<file path="config.mk">
export PLATFORM = sky130hd
export DESIGN_NAME = result_classifier
export DESIGN_NICKNAME = d
export VERILOG_FILES = /design/src/rtl/result_classifier_pkg.sv /design/src/rtl/result_classifier_max_tracker.sv /design/src/rtl/result_classifier.sv
export SDC_FILE = /design/constraint.sdc
export NUM_CORES = 1
export LEC_CHECK = 0
export ABC_AREA = 1
export CAP_MARGIN = 0
export CORE_MARGIN = 1.5
export CORE_UTILIZATION = 48
export DETAILED_ROUTE_END_ITERATION = 12
export PLACE_DENSITY = 0.77
export SLEW_MARGIN = 20
export SYNTH_ARGS = -nofsm -noshare
export SYNTH_HDL_FRONTEND = slang
export SYNTH_HIERARCHICAL = 1
export SYNTH_SLANG_ARGS = --single-unit
</file>
<file path="constraint.sdc">
create_clock -name clk -period 2.66 [get_ports clk]
set_clock_uncertainty 0.2 [all_clocks]
set_input_delay 0.532 -clock clk [delete_from_list [all_inputs] [get_ports clk]]
set_output_delay 0.532 -clock clk [all_outputs]
set_load 0.05 [all_outputs]
</file>
<file path="src/rtl/result_classifier_pkg.sv">
// Shared types and default sizing for the result classifier.
package result_classifier_pkg;

  localparam int DEFAULT_NUM_CLASSES = 10;
  localparam int DEFAULT_DATA_W      = 16;

  typedef enum logic [1:0] {
    IDLE = 2'd0,
    SCAN = 2'd1,
    DONE = 2'd2
  } state_t;

endpackage

</file>
<file path="src/rtl/result_classifier_max_tracker.sv">
// Running arg-max over sampled results; ties keep the lower index.
module result_classifier_max_tracker
  import result_classifier_pkg::*;
#(
  parameter int DATA_W = DEFAULT_DATA_W
) (
  input  logic              clk,
  input  logic              rst,
  input  logic              clear,
  input  logic              sample_valid,
  input  logic              sample_first,
  input  logic [3:0]        sample_idx,
  input  logic [DATA_W-1:0] sample_data,
  output logic [DATA_W-1:0] best_value,
  output logic [3:0]        best_idx,
  output logic              saturated
);

  localparam logic [DATA_W-1:0] MAX_POS = {1'b0, {(DATA_W-1){1'b1}}};
  localparam logic [DATA_W-1:0] MAX_NEG = {1'b1, {(DATA_W-1){1'b0}}};

  logic is_sat;
  logic is_better;

  assign is_sat    = (sample_data == MAX_POS) || (sample_data == MAX_NEG);
  assign is_better = $signed(sample_data) > $signed(best_value);

  // Strict greater-than means an equal later value never displaces the earlier index.
  always_ff @(posedge clk) begin
    if (rst || clear) begin
      best_value <= '0;
      best_idx   <= '0;
      saturated  <= 1'b0;
    end else if (sample_valid) begin
      if (sample_first || is_better) begin
        best_value <= sample_data;
        best_idx   <= sample_idx;
      end
      saturated <= saturated | is_sat;
    end
  end

endmodule

</file>
<file path="src/rtl/result_classifier.sv">
// Scans NUM_CLASSES result registers and reports the index of the largest signed value.
module result_classifier
  import result_classifier_pkg::*;
#(
  parameter int NUM_CLASSES = DEFAULT_NUM_CLASSES,
  parameter int DATA_W      = DEFAULT_DATA_W
) (
  input  logic              clk,
  input  logic              rst,
  input  logic              start_classify,
  input  logic [DATA_W-1:0] out_data,
  output logic [3:0]        out_sel,
  output logic              busy,
  output logic              class_valid,
  output logic [3:0]        class_idx,
  output logic [DATA_W-1:0] max_value,
  output logic              saturated
);

  state_t      state;
  state_t      next_state;
  logic [4:0]  issue_cnt;
  logic        issuing;
  logic        sample_valid;
  logic [3:0]  sample_idx;
  logic        accept_start;
  logic        last_sample;

  assign accept_start = start_classify && (state != SCAN);
  assign issuing      = (state == SCAN) && (issue_cnt < 5'(NUM_CLASSES));
  assign last_sample  = sample_valid && (sample_idx == 4'(NUM_CLASSES - 1));

  always_ff @(posedge clk) begin
    if (rst) begin
      state <= IDLE;
    end else begin
      state <= next_state;
    end
  end

  // SCAN lasts one cycle past the last index so the final read-back is sampled.
  always_comb begin
    next_state = state;
    case (state)
      IDLE:    if (start_classify) next_state = SCAN;
      SCAN:    if (last_sample)    next_state = DONE;
      DONE:    if (start_classify) next_state = SCAN;
      default: next_state = IDLE;
    endcase
  end

  always_comb begin
    busy        = (state == SCAN);
    class_valid = (state == DONE);
    out_sel     = issuing ? issue_cnt[3:0] : 4'd0;
  end

  // The read-back arrives one cycle after its index, so the index is delayed alongside.
  always_ff @(posedge clk) begin
    if (rst) begin
      issue_cnt    <= '0;
      sample_valid <= 1'b0;
      sample_idx   <= '0;
    end else begin
      if (accept_start) begin
        issue_cnt <= '0;
      end else if (issuing) begin
        issue_cnt <= issue_cnt + 5'd1;
      end
      sample_valid <= issuing;
      sample_idx   <= out_sel;
    end
  end

  result_classifier_max_tracker #(
    .DATA_W(DATA_W)
  ) u_max_tracker (
    .clk          (clk),
    .rst          (rst),
    .clear        (accept_start),
    .sample_valid (sample_valid),
    .sample_first (sample_idx == 4'd0),
    .sample_idx   (sample_idx),
    .sample_data  (out_data),
    .best_value   (max_value),
    .best_idx     (class_idx),
    .saturated    (saturated)
  );

endmodule

</file>
==> summary.txt <==
Floorplanning
  – Die X: about 70 microns
  – Core ar.: ~0.0041 sq mm
  – Die area: 0.00466 sq mm
  – FP Rows: 23
  – Initial Util: around 50%
  – Die H: roughly 70 microns
  – Boundary pin count: 46

Synthesis
  – #FFs+latches synth: 33
  – EDFF count, synth: 0
  – Asr flop ratio synth: 0%
  – Synth Area per Inst: just under 7 sq um
  – Post-synth top cells: 55 x inv_1, 51 x nand2_1, 39 x nor2_1
  – Synthesized cell area: between 0.002 and 0.0025 sq mm
  – Area leader, netlist: dfxtp_1
  – Yosys cell types: 26
  – Syn Nets: between 300 and 400
  – Most common cell in the netlist: inv_1
  – Main synth FF type: dfxtp_1
  – Synth Warn #: 6
  – Syn Inst Count: 302
  – Sequential-to-total area share from yosys stat: between 30% and 40%
  – Ranking of synthesized cells by area: dfxtp_1 32%, ha_1 10%, inv_1 10%
  – Share of the synthesized area in the top cell type: about a third

Drt
  – DR vias/cell: a little over 5
  – Drt first pass iters: 6
  – Post-DRT Antenna Nets: 0
  – Detailed-route via count: roughly 2100
  – Post-route DRC: 0
  – Wire per inst: between 10 and 15 microns
  – Routed WL: around 5.4 mm
  – Initial drt markers: 143

Worst setup path
  – Critical path startpoint category: input port
  – Crit path cell chain: clkdlybuf4s50_1 -> ha_1 -> a21oi_1 -> o21ai_1 -> a21oi_1 -> nand2_1 -> nand2_1 -> nand2_1 -> nand2_4 -> nand2_8 -> a21oi_1 -> nor2_1
  – Slowest stage delay, CP: ~0.43 ns
  – Critical Path AT: 2.61 ns
  – Worst Setup SP: out_data[15]
  – Worst reg2reg path endpoint: u_max_tracker/best_value[7]
  – Worst setup EP type: flip-flop
  – CP Max Fanout: 20
  – Crit path max-delay family: compound AO/OA/AOI/OAI gates
  – Critical path class: input port to flip-flop
  – Slowest-stage cell, CP: clkdlybuf4s50_1
  – Worst Path Required: 2.64 ns
  – FF-to-FF Start: u_max_tracker/best_value[15]
  – Worst path bufs/invs: 1
  – Reg2reg path depth: 12
  – Reg2reg setup slack: about 0.32 ns

Timing
  – Fin. max-slew vios: 0
  – FMAX: between 300 and 400 MHz
  – Worst-Margin Slew: approximately 0.50 ns
  – Worst hold slack: approximately 0.25 ns
  – Slew Limit Headroom: between 60% and 70%
  – Final Hold Fails: 0
  – Total negative slack: 0 ns
  – Final worst-path cycle share: between 90% and 100%
  – RSZ-0062 raised after global routing: yes
  – # setup viols final: 0
  – Crit path time final: ~2.6 ns
  – Setup ws final: about 0.035 ns

Pwr
  – Leak: between 1 and 1.5 nW
  – Cell Pwr Density: 445 mW/mm^2
  – VDD IR max: 0.409 mV

Layout
  – Layout cells sized above 1: between 10% and 20%
  – Finished Layout Cells: approximately 420
  – Area Overhead vs Synth: 35.8%
  – Antenna diode count: 0
  – Fin nets: around 400
  – Layout Utilization: between 60% and 70%

Clocking
  – Worst-Skew Late Latency: 0.29 ns
  – TritonCTS Sinks: 33
  – CTS tree: done
  – H-tree Lvls: 2
  – CTS Root Cell: clkbuf_8
  – Max clock buf depth: 2
  – CTS buffer count: 5
  – Post-CTS setup buffers: 0
  – Worst-path clk slew: 0.06 ns

Global routing
  – Aggregate global routing overflow: 0
  – Largest net degree at the start of global routing: 44
  – Total GRT Usage: between 20% and 30%
  – First-pass GRT wire length: between 7 and 8 mm
  – Vias in the first global route: 1869
  – Antenna violations before repair: 0

Hold path
  – Hold crit path type: flip-flop to flip-flop
  – Min-delay src: issue_cnt[4]
  – Worst hold path depth: 2
  – Worst Hold End: issue_cnt[4]

Placed design
  – Detailed placement HPWL: roughly 3.6 mm
  – Global placement routability congestion: 0.824
  – Pre-CTS WS: -0.175 ns
  – Placed instance count: just over 400
  – IO buf count: between 40 and 50

Outcome
  – Status: complete, no violations

Flow run
  – Max-cap violations: 0
-- state kept, by name, indices dropped and copies added (netlist names) --
| signal | flops |
|---|---|
| u_max_tracker/saturated | 1 |
| issue_cnt | 5 |
| state | 2 |
| u_max_tracker/best_value | 16 |
| sample_idx | 4 |
| u_max_tracker/best_idx | 4 |
| sample_valid | 1 |
-- report_power, final --
part	switching, W	internal (W)	total [W]
Clock	0.000177	0.000205	0.000382
Combinational	0.000196	0.000130	0.000325
Sequential	0.0000151	0.000511	0.000526
Total	0.000388	0.000846	0.00123
-- worst max-delay path by stage --
stage                                         to  slack [ns]  cells after the start
finish               u_max_tracker/best_value[7]        0.04                     12
CTS                 u_max_tracker/best_value[12]         0.1                     14
global placement       u_max_tracker/best_idx[1]       -0.15                     14
detailed placement   u_max_tracker/best_value[6]       -0.18                     14
global route         u_max_tracker/best_value[7]       -0.07                     14
floorplan           u_max_tracker/best_value[15]        0.37                     14
-- worst register-to-register path, cell delays in order (launching register included) --
cell	delay [ns]
dfxtp_1	0.37
inv_1	0.06
ha_1	0.30
a21oi_1	0.18
o21ai_1	0.09
a21oi_1	0.20
nand2_1	0.11
nand2_1	0.08
nand2_1	0.08
nand2_4	0.15
nand2_8	0.13
a21oi_1	0.21
nor2_1	0.06
-- per-stage QoR --
step / power [W] / area [sq um]
finish: 0.00123 / 2770
global placement: 0.000835 / 2630
CTS: 0.00122 / 2720
detailed placement: 0.000842 / 2630
global route: 0.00130 / 2770
floorplan: 0.000725 / 2040
-- cells by family after synthesis --
kind of cell | synth area share [%]
and+or+nand+nor | 33.5
buffers and inverters | 14.4
AOI/OAI and AO/OA | 9.37
DFF | 32.3
adders and majority gates | 10.4
-- metal layers --
metal / global-route usage (%) / up-vias / wire length [microns]
li1: - / 1084 / -
met4: 8.75 / 0 / 156
met5: 0 / - / 0
met1: 26.3 / 980 / 2290
met3: 5.92 / 14 / 270
met2: 40.3 / 66 / 2710
-- placed cells by master (no fill, tap or decap), types with 5 or more instances in the layout --
cell / netlist / layout
a21oi_1: 28 / 25
a21oi_2: 2 / 5
nand4_1: 9 / 9
clkdlybuf4s50_1: 0 / 41
buf_4: 0 / 25
nand2_1: 51 / 51
ha_1: 17 / 17
clkbuf_8: 0 / 6
nand3_1: 28 / 28
inv_1: 55 / 55
nor2_1: 39 / 39
nor4_1: 5 / 5
dfxtp_1: 33 / 33
-- cell type report --
class | count | area (sq um)
multi-input combinational | 201 | 1140
clock buffer | 7 | 86.3
fill | 365 | 1280
sequential | 33 | 661
tap | 50 | 62.6
inverter | 59 | 221
timing repair buffer | 66 | 598
-- repair_timing --
action | CTS | global route
resized for setup | 0 | 6
endpoints found under the hold margin | 0 | 0
setup endpoints to repair | 0 | 20
hold buffers | 0 | 0
Power figures use the tool's default switching activity.
